File: src/rtl/dw02_tree_accum_pkg.sv
// Shared types and width helpers for the DW02_tree frame accumulator controller.
package dw02_tree_accum_pkg;

    typedef enum logic [1:0] {
        IDLE  = 2'd0,
        ACCUM = 2'd1,
        FLUSH = 2'd2,
        DONE  = 2'd3
    } state_e;

    // The tree must hold the exact sum of NUM_INPUTS full-scale operands.
    function automatic int tree_width_f(input int num_inputs, input int input_width);
        return input_width + $clog2(num_inputs);
    endfunction

    function automatic int cnt_width_f(input int max_beats);
        return $clog2(max_beats + 1);
    endfunction

    localparam int TREE_WIDTH = tree_width_f(8, 8);
    localparam int CNT_WIDTH  = cnt_width_f(16);

endpackage

File: src/rtl/dw02_tree_accum_ctrl_beat_sum.sv
// Beat reduction: zero-extends each operand and reduces the vector to a
// carry-save pair (OUT0, OUT1) whose modular sum is the exact beat total.
module dw02_tree_beat_sum #(
    parameter int NUM_INPUTS  = 8,
    parameter int INPUT_WIDTH = 8,
    parameter int TREE_WIDTH  = 11,
    parameter int VERIF_EN    = 1
) (
    input  logic [NUM_INPUTS*INPUT_WIDTH-1:0] in_data,
    output logic [TREE_WIDTH-1:0]             out0,
    output logic [TREE_WIDTH-1:0]             out1
);

    logic [TREE_WIDTH-1:0] ops [NUM_INPUTS];

    always_comb begin
        for (int i = 0; i < NUM_INPUTS; i++) begin
            ops[i] = {{(TREE_WIDTH-INPUT_WIDTH){1'b0}}, in_data[i*INPUT_WIDTH +: INPUT_WIDTH]};
        end
    end

    if (VERIF_EN != 0) begin : g_csa
        // Chain of 3:2 compressors, matching the split output form of DW02_tree.
        always_comb begin
            logic [TREE_WIDTH-1:0] s_v;
            logic [TREE_WIDTH-1:0] c_v;
            logic [TREE_WIDTH-1:0] t_v;
            s_v = ops[0];
            c_v = ops[1];
            t_v = '0;
            for (int i = 2; i < NUM_INPUTS; i++) begin
                t_v = s_v ^ c_v ^ ops[i];
                c_v = ((s_v & c_v) | (s_v & ops[i]) | (c_v & ops[i])) << 1;
                s_v = t_v;
            end
            out0 = s_v;
            out1 = c_v;
        end
    end else begin : g_resolved
        always_comb begin
            out0 = '0;
            for (int i = 0; i < NUM_INPUTS; i++) begin
                out0 = out0 + ops[i];
            end
            out1 = '0;
        end
    end

endmodule

File: src/rtl/dw02_tree_accum_ctrl.sv
// Frame accumulator around a carry-save adder tree: valid/ready operand beats in,
// one registered frame total out per frame.
module dw02_tree_accum_ctrl
    import dw02_tree_accum_pkg::*;
#(
    parameter int NUM_INPUTS  = 8,
    parameter int INPUT_WIDTH = 8,
    parameter int ACC_WIDTH   = 24,
    parameter int MAX_BEATS   = 16,
    parameter int VERIF_EN    = 1
) (
    input  logic                              clk,
    input  logic                              rst,
    input  logic                              in_valid,
    output logic                              in_ready,
    input  logic [NUM_INPUTS*INPUT_WIDTH-1:0] in_data,
    input  logic                              in_last,
    output logic                              out_valid,
    input  logic                              out_ready,
    output logic [ACC_WIDTH-1:0]              out_sum,
    output logic [$clog2(MAX_BEATS+1)-1:0]    out_beats,
    output logic                              out_ovf,
    output logic                              out_trunc,
    output logic                              busy
);

    localparam int TREE_WIDTH = tree_width_f(NUM_INPUTS, INPUT_WIDTH);
    localparam int CNT_WIDTH  = cnt_width_f(MAX_BEATS);

    state_e                state_q, state_d;
    logic                  s1_valid_q, s1_valid_d;
    logic [TREE_WIDTH-1:0] s1_out0_q, s1_out0_d;
    logic [TREE_WIDTH-1:0] s1_out1_q, s1_out1_d;
    logic [ACC_WIDTH-1:0]  acc_q, acc_d;
    logic [CNT_WIDTH-1:0]  cnt_q, cnt_d;
    logic                  ovf_q, ovf_d;
    logic                  trunc_q, trunc_d;

    logic [TREE_WIDTH-1:0] tree_out0, tree_out1;
    logic [TREE_WIDTH-1:0] beat_sum;
    logic [ACC_WIDTH:0]    acc_sum;
    logic [CNT_WIDTH-1:0]  cnt_inc;
    logic                  cnt_at_max;
    logic                  accept;

    dw02_tree_beat_sum #(
        .NUM_INPUTS  (NUM_INPUTS),
        .INPUT_WIDTH (INPUT_WIDTH),
        .TREE_WIDTH  (TREE_WIDTH),
        .VERIF_EN    (VERIF_EN)
    ) u_beat_sum (
        .in_data (in_data),
        .out0    (tree_out0),
        .out1    (tree_out1)
    );

    // Gated by rst so nothing is accepted while the block is held in reset.
    assign in_ready   = ~rst & ((state_q == IDLE) || (state_q == ACCUM));
    assign accept     = in_valid & in_ready;
    assign beat_sum   = s1_out0_q + s1_out1_q;
    assign acc_sum    = {1'b0, acc_q} + {{(ACC_WIDTH+1-TREE_WIDTH){1'b0}}, beat_sum};
    assign cnt_inc    = cnt_q + CNT_WIDTH'(1);
    assign cnt_at_max = (cnt_inc == CNT_WIDTH'(MAX_BEATS));

    always_comb begin
        state_d    = state_q;
        s1_valid_d = accept;
        s1_out0_d  = accept ? tree_out0 : s1_out0_q;
        s1_out1_d  = accept ? tree_out1 : s1_out1_q;
        acc_d      = acc_q;
        cnt_d      = cnt_q;
        ovf_d      = ovf_q;
        trunc_d    = trunc_q;

        if (s1_valid_q) begin
            acc_d = acc_sum[ACC_WIDTH-1:0];
            ovf_d = ovf_q | acc_sum[ACC_WIDTH];
        end

        case (state_q)
            IDLE, ACCUM: begin
                // cnt_q is zero in IDLE, so the same increment starts a frame.
                if (accept) begin
                    cnt_d = cnt_inc;
                    if (in_last || cnt_at_max) begin
                        trunc_d = ~in_last;
                        state_d = FLUSH;
                    end else begin
                        state_d = ACCUM;
                    end
                end
            end
            FLUSH: begin
                state_d = DONE;
            end
            DONE: begin
                if (out_ready) begin
                    state_d = IDLE;
                    acc_d   = '0;
                    cnt_d   = '0;
                    ovf_d   = 1'b0;
                    trunc_d = 1'b0;
                end
            end
            default: begin
                state_d = IDLE;
            end
        endcase
    end

    always_ff @(posedge clk or posedge rst) begin
        if (rst) begin
            state_q    <= IDLE;
            s1_valid_q <= 1'b0;
            s1_out0_q  <= '0;
            s1_out1_q  <= '0;
            acc_q      <= '0;
            cnt_q      <= '0;
            ovf_q      <= 1'b0;
            trunc_q    <= 1'b0;
        end else begin
            state_q    <= state_d;
            s1_valid_q <= s1_valid_d;
            s1_out0_q  <= s1_out0_d;
            s1_out1_q  <= s1_out1_d;
            acc_q      <= acc_d;
            cnt_q      <= cnt_d;
            ovf_q      <= ovf_d;
            trunc_q    <= trunc_d;
        end
    end

    assign out_valid = (state_q == DONE);
    assign out_sum   = acc_q;
    assign out_beats = cnt_q;
    assign out_ovf   = ovf_q;
    assign out_trunc = trunc_q;
    assign busy      = (state_q != IDLE);

endmodule

File: config.mk
export PLATFORM = sky130hd
export DESIGN_NAME = dw02_tree_accum_ctrl
export DESIGN_NICKNAME = d
export VERILOG_FILES = /design/src/rtl/dw02_tree_accum_pkg.sv /design/src/rtl/dw02_tree_accum_ctrl_beat_sum.sv /design/src/rtl/dw02_tree_accum_ctrl.sv
export SDC_FILE = /design/constraint.sdc
export NUM_CORES = 1
export LEC_CHECK = 0
export ABC_AREA = 1
export ABC_CLOCK_PERIOD_IN_PS = 3500
export BUFFER_PORTS_ARGS = -buffer_cell sky130_fd_sc_hd__buf_2
export CAP_MARGIN = 20
export CELL_PAD_IN_SITES_DETAIL_PLACEMENT = 1
export CELL_PAD_IN_SITES_GLOBAL_PLACEMENT = 2
export CORE_MARGIN = 1
export CORE_UTILIZATION = 28
export DETAILED_ROUTE_END_ITERATION = 16
export HOLD_SLACK_MARGIN = 0.06
export PLACE_DENSITY_LB_ADDON = 0.25
export RECOVER_POWER = 25
export SLEW_MARGIN = 25
export SYNTH_ARGS = -nofsm -noshare
export SYNTH_HDL_FRONTEND = slang
export SYNTH_SLANG_ARGS = --single-unit
File: constraint.sdc
create_clock -name clk -period 3.5 [get_ports clk]
set_input_delay 0.35 -clock clk [delete_from_list [all_inputs] [get_ports clk]]
set_output_delay 0.35 -clock clk [all_outputs]
set_load 0.01 [all_outputs]
# Word level (Yosys, flattened, before mapping)
# Index checks and enable logic that the tools add are counted.
# word_totals
wordCells,91
ff_bits,55
output_inout_bits,34
inputBits,69
# op_classes
bitwise_logic,47
n_mux,17
n_eq_ne,7
add_sub_neg,3
n_reduce_logical,9
# op_table
op,count
OR 10 bit,11
AND 10 x 8 -> 10 bit,10
two-way mux 24 bit,3
bitwise XOR 11 bit,5
bitwise XOR 11 x 8 -> 11 bit,5
AND 10 bit,5
adder 24 x 11 -> 25 bit,1
AND 8 bit,3
bitwise XOR 8 bit,2
adder 11 bit,1
two-way mux 5 bit,2
OR 10 x 8 -> 10 bit,1
one-hot mux 5 bit (2 select lines),1
two-way mux 1 bit,6
two-way mux 2 bit,3
one-hot mux 2 bit (3 select lines),1
"adder 5 x 1 -> 5 bit, second input constant",1
"equality test 5 bit, second input constant",1
"equality test 2 bit, second input constant",2
"inequality test 2 bit, second input constant",2
AND reduction 4 bit,1
nonzero test 2 bit,2
AND reduction 3 bit,1
AND 1 bit,2
other kinds (9),11

# Longest topological paths before layout
# Gate-level depths: netlist (run 1).
# logic_depth
ltp_word,18
depth_mapped,20
depth_no_buf,20

# By module
# From an unflattened synthesis (run 1), not the netlist that was laid out.
# unflattened
hier_cells,575
area_unflattened_um2,4720.8
# modules_own_cells
mod,seq_area_each_um2,cells_per_inst,area_per_inst_um2,instances
dw02_tree_accum_ctrl,1401.3,495,3604.7,1
dw02_tree_beat_sum,0.0,80,1116.1,1

# Worst setup path before layout (run 1)
# Ideal clock, no wire load.
# synth_path
path_kind,input to register
start,input in_data[7]
end,register s1_out0_q[7]
setup_ns,0.117
path_buffers,0
arrival_ns,3.452
stages,10
setup_slack_ns,-0.069
path_cell_list,fa_1 -> fa_1 -> fa_1 -> inv_1 -> fa_1 -> fa_1 -> inv_1 -> fa_1 -> nand2_1 -> nand2_1
# synth_between
elab_chain_len,12
# synth_lines
item,line_no,text
"start, declared",dw02_tree_accum_ctrl.sv:16,"input logic [NUM_INPUTS*INPUT_WIDTH-1:0] in_data,"
bitwise XOR 8 bit (2 in a row),dw02_tree_accum_ctrl_beat_sum.sv:32,t_v = s_v ^ c_v ^ ops[i];
bitwise XOR 11 bit,dw02_tree_accum_ctrl_beat_sum.sv:32,
bitwise XOR 11 x 8 -> 11 bit,dw02_tree_accum_ctrl_beat_sum.sv:32,
bitwise XOR 11 bit,dw02_tree_accum_ctrl_beat_sum.sv:32,
bitwise XOR 11 x 8 -> 11 bit,dw02_tree_accum_ctrl_beat_sum.sv:32,
bitwise XOR 11 bit,dw02_tree_accum_ctrl_beat_sum.sv:32,
bitwise XOR 11 x 8 -> 11 bit,dw02_tree_accum_ctrl_beat_sum.sv:32,
bitwise XOR 11 bit,dw02_tree_accum_ctrl_beat_sum.sv:32,
bitwise XOR 11 x 8 -> 11 bit,dw02_tree_accum_ctrl_beat_sum.sv:32,
bitwise XOR 11 bit,dw02_tree_accum_ctrl_beat_sum.sv:32,
bitwise XOR 11 x 8 -> 11 bit,dw02_tree_accum_ctrl_beat_sum.sv:32,
net tree_out0[7],dw02_tree_accum_ctrl.sv:39,"logic [TREE_WIDTH-1:0] tree_out0, tree_out1;"
"end signal, assigned",dw02_tree_accum_ctrl.sv:124,s1_out0_q <= s1_out0_d;
"end, declared",dw02_tree_accum_ctrl.sv:32,"logic [TREE_WIDTH-1:0] s1_out0_q, s1_out0_d;"
# The timed path passes the listed nets, and every way through them passes these cells.
# A chain may end at the register's enable or synchronous reset.

# Final worst setup path (run 1)
# Ends and elaborated chain as after synthesis.

==> metrics.csv, run 1 <==
metric,value,unit
status,finished with violations,
failed_checks,"capacitance limit, slew limit",
final_cell_area,5612,um2
hp-class,in -> reg,
grt_pass1_wl,20120,um
route.detailed.drc,0,
antenna_found_initial,0,
htreeDepth,2,
end_kind,flop,
final_core_utilization,34.82,%
leakage,3.010,nW
min_period,3.408,ns
start_util,29.09,%
port_buffers,102,
setup_tns,0,ns
clk_path_buf_depth,2,
critical_path_arrival,3.65,ns
nets,828,
reg2reg_from,s1_out0_q[1]$_DFFE_PP0P_,
final_cells,898,
area_delta_synth_final,19.70,%
crit_path_start,in_data[7],
syn_avg_cell_area,8.111,um2
drt_iter0_drc,108,
synthCells,578,
tightest_slew,2.073,ns
grt_max_degree,46,
placedCellCount,889,
clk_latency,0.31,ns
syn-num-nets,725,
ir_drop,0.3104,mV
grt_util_met1,17.63,%
cts_sinks,55,
cts_buffers,5,
ios,103,
dr.pass1.iters,4,
slew-limit-headroom,-38.97,%
drv_slew,46,
grt_setup_unrepaired,yes,
multiInputGateArea,2865,um2
cap_violations,1,
wirelength,11800,um
top_usage_layer,met2,
yosys_warnings,0,
fill_cells,1995,
post-route-period-util,97.38,%
dpl_cell_area,5436,um2
ant_nets,0,
core,16120,um2
cts-root-buf,clkbuf_16,
synth_seq_area_share,29.36,%
synth_cell_types,35,
grt_pass1_vias,4285,
grt.overflow.total,0,
required,3.74,ns
fin_ws,0.09165,ns
chipWidth,131.4,um
use_met2,26.15,%
fmax,293.4,MHz
drive_above_1_share,19.35,%
antenna_cells,0,
worstSetupPathType,in -> reg,
fp.dieH,131.4,um
finalHoldViolations,0,
grt_util_met3,2.855,%
cp_max_fo,1,
cts-hold-fix-buffers,0,
power_density,957.8,nW/um2
fin_skew,0.009204,ns
num_vias,3984,
ys_ff_latch,55,
crit_path_start_kind,input pin,
wl_per_cell,13.14,um
syn-cell-area,4688,um2
core.rowCount,46,
regArea,1376,um2
place_congestion,0.7810,
clk_pin_slew_worst_paths,0.07,ns
setup_viol,0,
cts_tree,built,
die_area,17260,um2
worstHoldStart,out_ready,
place_hpwl,9766,um
grt_usage,14.41,%
dp_slack,-0.3002,ns
via_per_inst,4.437,
-- logic make-up after synthesis --
family                   after synthesis  share of synthesized area (%)
adder cells (fa/ha/maj)               78                          28.18
AO/OA/AOI/OAI                         53                          6.406
buffers and inverters                116                          9.661
XOR/XNOR                              13                          2.429
AND/OR/NAND/NOR                      263                          23.97
flip-flops                            55                          29.36
-- registers in the layout, summed over array words and instances (netlist names) --
name        flops
out_beats       5
out_ovf         1
out_sum        24
out_trunc       1
s1_out0_q      11
s1_out1_q      10
s1_valid_q      1
state_q         2
-- layout by cell type (no fill, tap or decap), types with 2 or more instances in the layout --
| cell type | synthesis | routed |
|---|---|---|
| nand2_1 | 159 | 158 |
| inv_1 | 104 | 102 |
| buf_2 | 8 | 100 |
| dfrtp_1 | 55 | 55 |
| fa_1 | 46 | 46 |
| nor2_1 | 43 | 43 |
| ha_1 | 32 | 32 |
| nand3_1 | 29 | 29 |
| a21oi_1 | 21 | 21 |
| o21ai_0 | 16 | 15 |
| xor2_1 | 10 | 10 |
| nor3_1 | 8 | 8 |
| nand4_1 | 6 | 6 |
| nand2_2 | 4 | 5 |
| o21bai_1 | 5 | 5 |
| clkbuf_16 | 0 | 5 |
| o211ai_1 | 4 | 4 |
| buf_4 | 0 | 4 |
| inv_2 | 2 | 3 |
| nand3_2 | 3 | 3 |
| xnor2_1 | 3 | 3 |
| or2_2 | 3 | 3 |
| nor3b_1 | 2 | 2 |
| o21ai_1 | 2 | 2 |
-- repair_timing --
item                                    4_1_cts  5_1_grt
gates resized for setup                       0        5
setup buffers                                 0        1
endpoints found under the setup margin        0       12
hold endpoints to repair                      0        0
-- per-stage QoR --
step | total power, mW | hold slack [ns]
floorplan | 3.885 | 0.4338
global route | 6.098 | 0.2688
global placement | 4.805 | 0.4651
detailed placement | 4.902 | 0.4726
CTS | 5.491 | 0.2458
finish | 5.375 | 0.2474
-- power by group --
| part | internal, mW | total [mW] | switching, mW |
|---|---|---|---|
| Clock | 0.287 | 0.540 | 0.253 |
| Combinational | 1.47 | 3.78 | 2.32 |
| Sequential | 0.862 | 1.05 | 0.189 |
-- critical path, stage by stage --
cell,delay [ns]
buf_6,0.09
fa_1,0.57
fa_1,0.44
fa_1,0.52
inv_1,0.05
fa_1,0.45
fa_1,0.49
inv_1,0.05
fa_1,0.49
nand2_1,0.05
nand2_1,0.09
-- path summary, 6_finish.rpt --
path | end | cells past startpoint | slack, ns
max in group asynchronous | out_sum[17]$_DFF_PP0_ | 3 | 1.96
min in group asynchronous | state_q[1]$_DFFE_PP0P_ | 2 | 0.57
min reg2reg | out_trunc$_DFFE_PP0P_ | 2 | 0.49
max | s1_out0_q[7]$_DFFE_PP0P_ | 11 | 0.09
max reg2reg | out_sum[23]$_DFF_PP0_ | 19 | 0.29
min | out_sum[2]$_DFF_PP0_ | 2 | 0.25
-- routing by layer --
layer | wire, um | share of wire (%)
met5 | 0 | 0
met4 | 90 | 0.76
met1 | 5391 | 46
met2 | 5972 | 51
met3 | 345 | 2.9
-- layout make-up --
type,instances,area share [%]
clock inverters,2,0.2899
multi-input cells,407,51.06
clock buffers,6,2.475
well taps,216,4.816
flip-flops and latches,55,24.53
repair buffers,106,9.721
inverters,106,7.113
-- cell usage after synthesis --
| master | number | area, um2 |
|---|---|---|
| a22oi_1 | 1 | 7.510 |
| nand3_1 | 29 | 145.1 |
| o21ai_1 | 2 | 10.01 |
| xnor2_1 | 3 | 26.28 |
| xor2_1 | 10 | 87.58 |
| fa_1 | 46 | 920.9 |
| a211oi_1 | 1 | 7.510 |
| nand2_1 | 159 | 596.8 |
| nor2_1 | 43 | 161.4 |
| nor2_4 | 1 | 11.26 |
| inv_2 | 2 | 7.510 |
| buf_2 | 8 | 40.04 |
| buf_6 | 1 | 11.26 |
| o311ai_0 | 1 | 8.760 |
| nand3b_1 | 1 | 7.510 |
| nor3_1 | 8 | 40.04 |
| clkbuf_1 | 1 | 3.750 |
| or2_2 | 3 | 18.77 |
| a31oi_1 | 1 | 6.260 |
| o31ai_1 | 1 | 7.510 |
| o211ai_1 | 4 | 30.03 |
| inv_1 | 104 | 390.4 |
| and2_1 | 1 | 6.260 |
| nor4_2 | 1 | 12.51 |
| nand4_1 | 6 | 37.54 |
| dfrtp_1 | 55 | 1376 |
| nor3b_1 | 2 | 15.01 |
| a21oi_1 | 21 | 105.1 |
| or2_1 | 1 | 6.260 |
| ha_1 | 32 | 400.4 |
| o21ai_0 | 16 | 80.08 |
| nand2_2 | 4 | 25.02 |
| nor3_2 | 1 | 10.01 |
| o21bai_1 | 5 | 37.54 |
| nand3_2 | 3 | 30.03 |
No activity file was read; power rests on OpenSTA's default activity.
==> inputs of run 2 (changes only) <==
--- a/config.mk
+++ b/config.mk
@@ -16,7 +16,6 @@
 export DETAILED_ROUTE_END_ITERATION = 16
 export HOLD_SLACK_MARGIN = 0.06
 export PLACE_DENSITY_LB_ADDON = 0.25
-export RECOVER_POWER = 25
 export SLEW_MARGIN = 25
 export SYNTH_ARGS = -nofsm -noshare
 export SYNTH_HDL_FRONTEND = slang
==> run 2 against run 1 <==
Against the previous run:
- clock power about the same
- setup slack about the same
- power about the same
- cell count unchanged
- largest cell class unchanged
- highest routed layer unchanged
- the run now ends clean
- wire length about the same
- die area unchanged
- clock skew about the same
- register-to-register slack about the same
==> metrics.csv, run 2 (synthesized netlist as in run 1, its figures left out) <==
metric,value,unit
status,finished clean,
wl_met3,348,um
fmax,293.4,MHz
area_delta_synth_final,19.72,%
drive_above_1_share,19.50,%
power.share.clock,10.0,%
hp-class,in -> async,
die_area,17260,um2
dr.pass1.iters,4,
fin_skew,0.009471,ns
drt_iter0_drc,96,
ios,103,
grt_usage,14.41,%
slowest_delay,0.57,ns
worst_hold_slack,0.1781,ns
final_cells,898,
grt_pass1_wl,20120,um
htreeDepth,2,
swShare,51.36,%
leakage,3.016,nW
combPwrFrac,70.4,%
ir_drop,0.3131,mV
placedCellCount,889,
crit_path_start_kind,input pin,
wirelength,11810,um
antenna_cells,0,
wl_per_cell,13.15,um
switchingPower,2.761,mW
drv_slew,0,
place_hpwl,9766,um
tightest_slew,0.8310,ns
place_congestion,0.7810,
critical_path_arrival,3.65,ns
cts_tree,built,
required,3.74,ns
cts_sinks,55,
grt_setup_unrepaired,yes,
clk_pin_slew_worst_paths,0.08,ns
post-route-period-util,97.38,%
clk_path_buf_depth,2,
largest_reg_flops,24,
critPathMostFrequentCell,fa_1,
cap_violations,0,
nets,828,
core,16120,um2
slew-limit-headroom,44.54,%
cp_max_fo,1,
clk_latency,0.31,ns
final_common_cell,nand2_1,
ant_nets,0,
antenna_found_initial,0,
grt.overflow.total,0,
highest_layer,met4,
min_period,3.408,ns
via_per_inst,4.433,
setup_viol,0,
fp.dieH,131.4,um
met1_length,5398,um
dr_wl_met2,5968,um
power_density,957.7,nW/um2
crit_family,adder cells,
crit_path_cell_trace,buf_6 -> fa_1 -> fa_1 -> fa_1 -> inv_1 -> fa_1 -> fa_1 -> inv_1 -> fa_1 -> nand2_1 -> nand2_1,
grt_pass1_vias,4285,
end_kind,flop,
worstSetupPathType,in -> reg,
grt_max_degree,46,
core.rowCount,46,
cts-hold-fix-buffers,0,
final_cell_mix,"nand2_1, inv_1, buf_2",
cts_buffers,5,
finalHoldViolations,0,
route.detailed.drc,0,
crit_slowest_cell,fa_1,
num_vias,3981,
port_buffers,102,
cts-root-buf,clkbuf_16,
start_util,29.09,%
internal-power,2.614,mW
p_seq_share,19.5,%
path_buf_inv,3,
chipWidth,131.4,um
[run 2: cell count changes in the layout (fill, tap and decap cells not counted), sizes merged]
cell / before / now
buf: 105 / 106
clkbuf: 7 / 6
clkinvlp: 2 / 1
clkinv: 1 / 2
[run 2: per-stage QoR]
step | power, mW | area, um2 | TNS [ns] | setup slack (ns) | utilization [%]
2_1_floorplan | 3.885 | 4688 | -0.06114 | -0.05360 | -
3_3_place_gp | 4.805 | 5436 | -2.007 | -0.2204 | 33.73
3_5_place_dp | 4.902 | 5436 | -2.747 | -0.3002 | 33.73
4_1_cts | 5.491 | 5592 | 0 | 0.02759 | 34.70
5_1_grt | 6.098 | 5613 | -0.01063 | -0.006662 | 34.83
6_report | 5.375 | 5613 | 0 | 0.09171 | 34.83
[run 2: area by class of cell]
class | count | area (um2)
clock buffers | 6 | 138.9
clock inverters | 2 | 16.27
fillers | 1995 | 10500
inverters | 106 | 399.1
multi-input cells | 407 | 2865
flip-flops and latches | 55 | 1376
well taps | 216 | 270.3
repair buffers | 106 | 546.8
[run 2: layer usage]
layer | vias up | global-route usage, %
li1 | 1988 | -
met1 | 1934 | 17.63
met5 | - | 0
met4 | 0 | 2.713
met3 | 6 | 2.855
met2 | 53 | 26.15
[run 2: worst paths after layout]
path | slack, ns | startpoint | cells past startpoint | to
worst max-delay path | 0.09 | in_data[7] | 11 | s1_out0_q[7]$_DFFE_PP0P_
worst min-delay path | 0.18 | rst | 2 | state_q[1]$_DFFE_PP0P_
worst max register to register | 0.29 | s1_out0_q[1]$_DFFE_PP0P_ | 19 | out_sum[23]$_DFF_PP0_
worst min register to register | 0.49 | out_trunc$_DFFE_PP0P_ | 2 | out_trunc$_DFFE_PP0P_
max in group asynchronous | 2.65 | rst | 3 | out_sum[17]$_DFF_PP0_
min in group clk | 0.25 | out_ready | 2 | out_sum[2]$_DFF_PP0_
[run 2: repair_timing]
| action | in CTS | in global routing |
|---|---|---|
| setup buffers | 0 | 1 |
| endpoints found under the setup margin | 0 | 12 |
| gates resized for setup | 0 | 5 |
[run 2: power groups by stage]
stage | sequential (mW) | clock [mW] | combinational [mW]
after floorplan | 1.06 | 0 | 2.82
after global placement | 1.07 | 0 | 3.74
after detailed placement | 1.07 | 0 | 3.83
after CTS | 1.06 | 0.568 | 3.86
after global routing | 1.09 | 0.586 | 4.42
final | 1.05 | 0.540 | 3.78
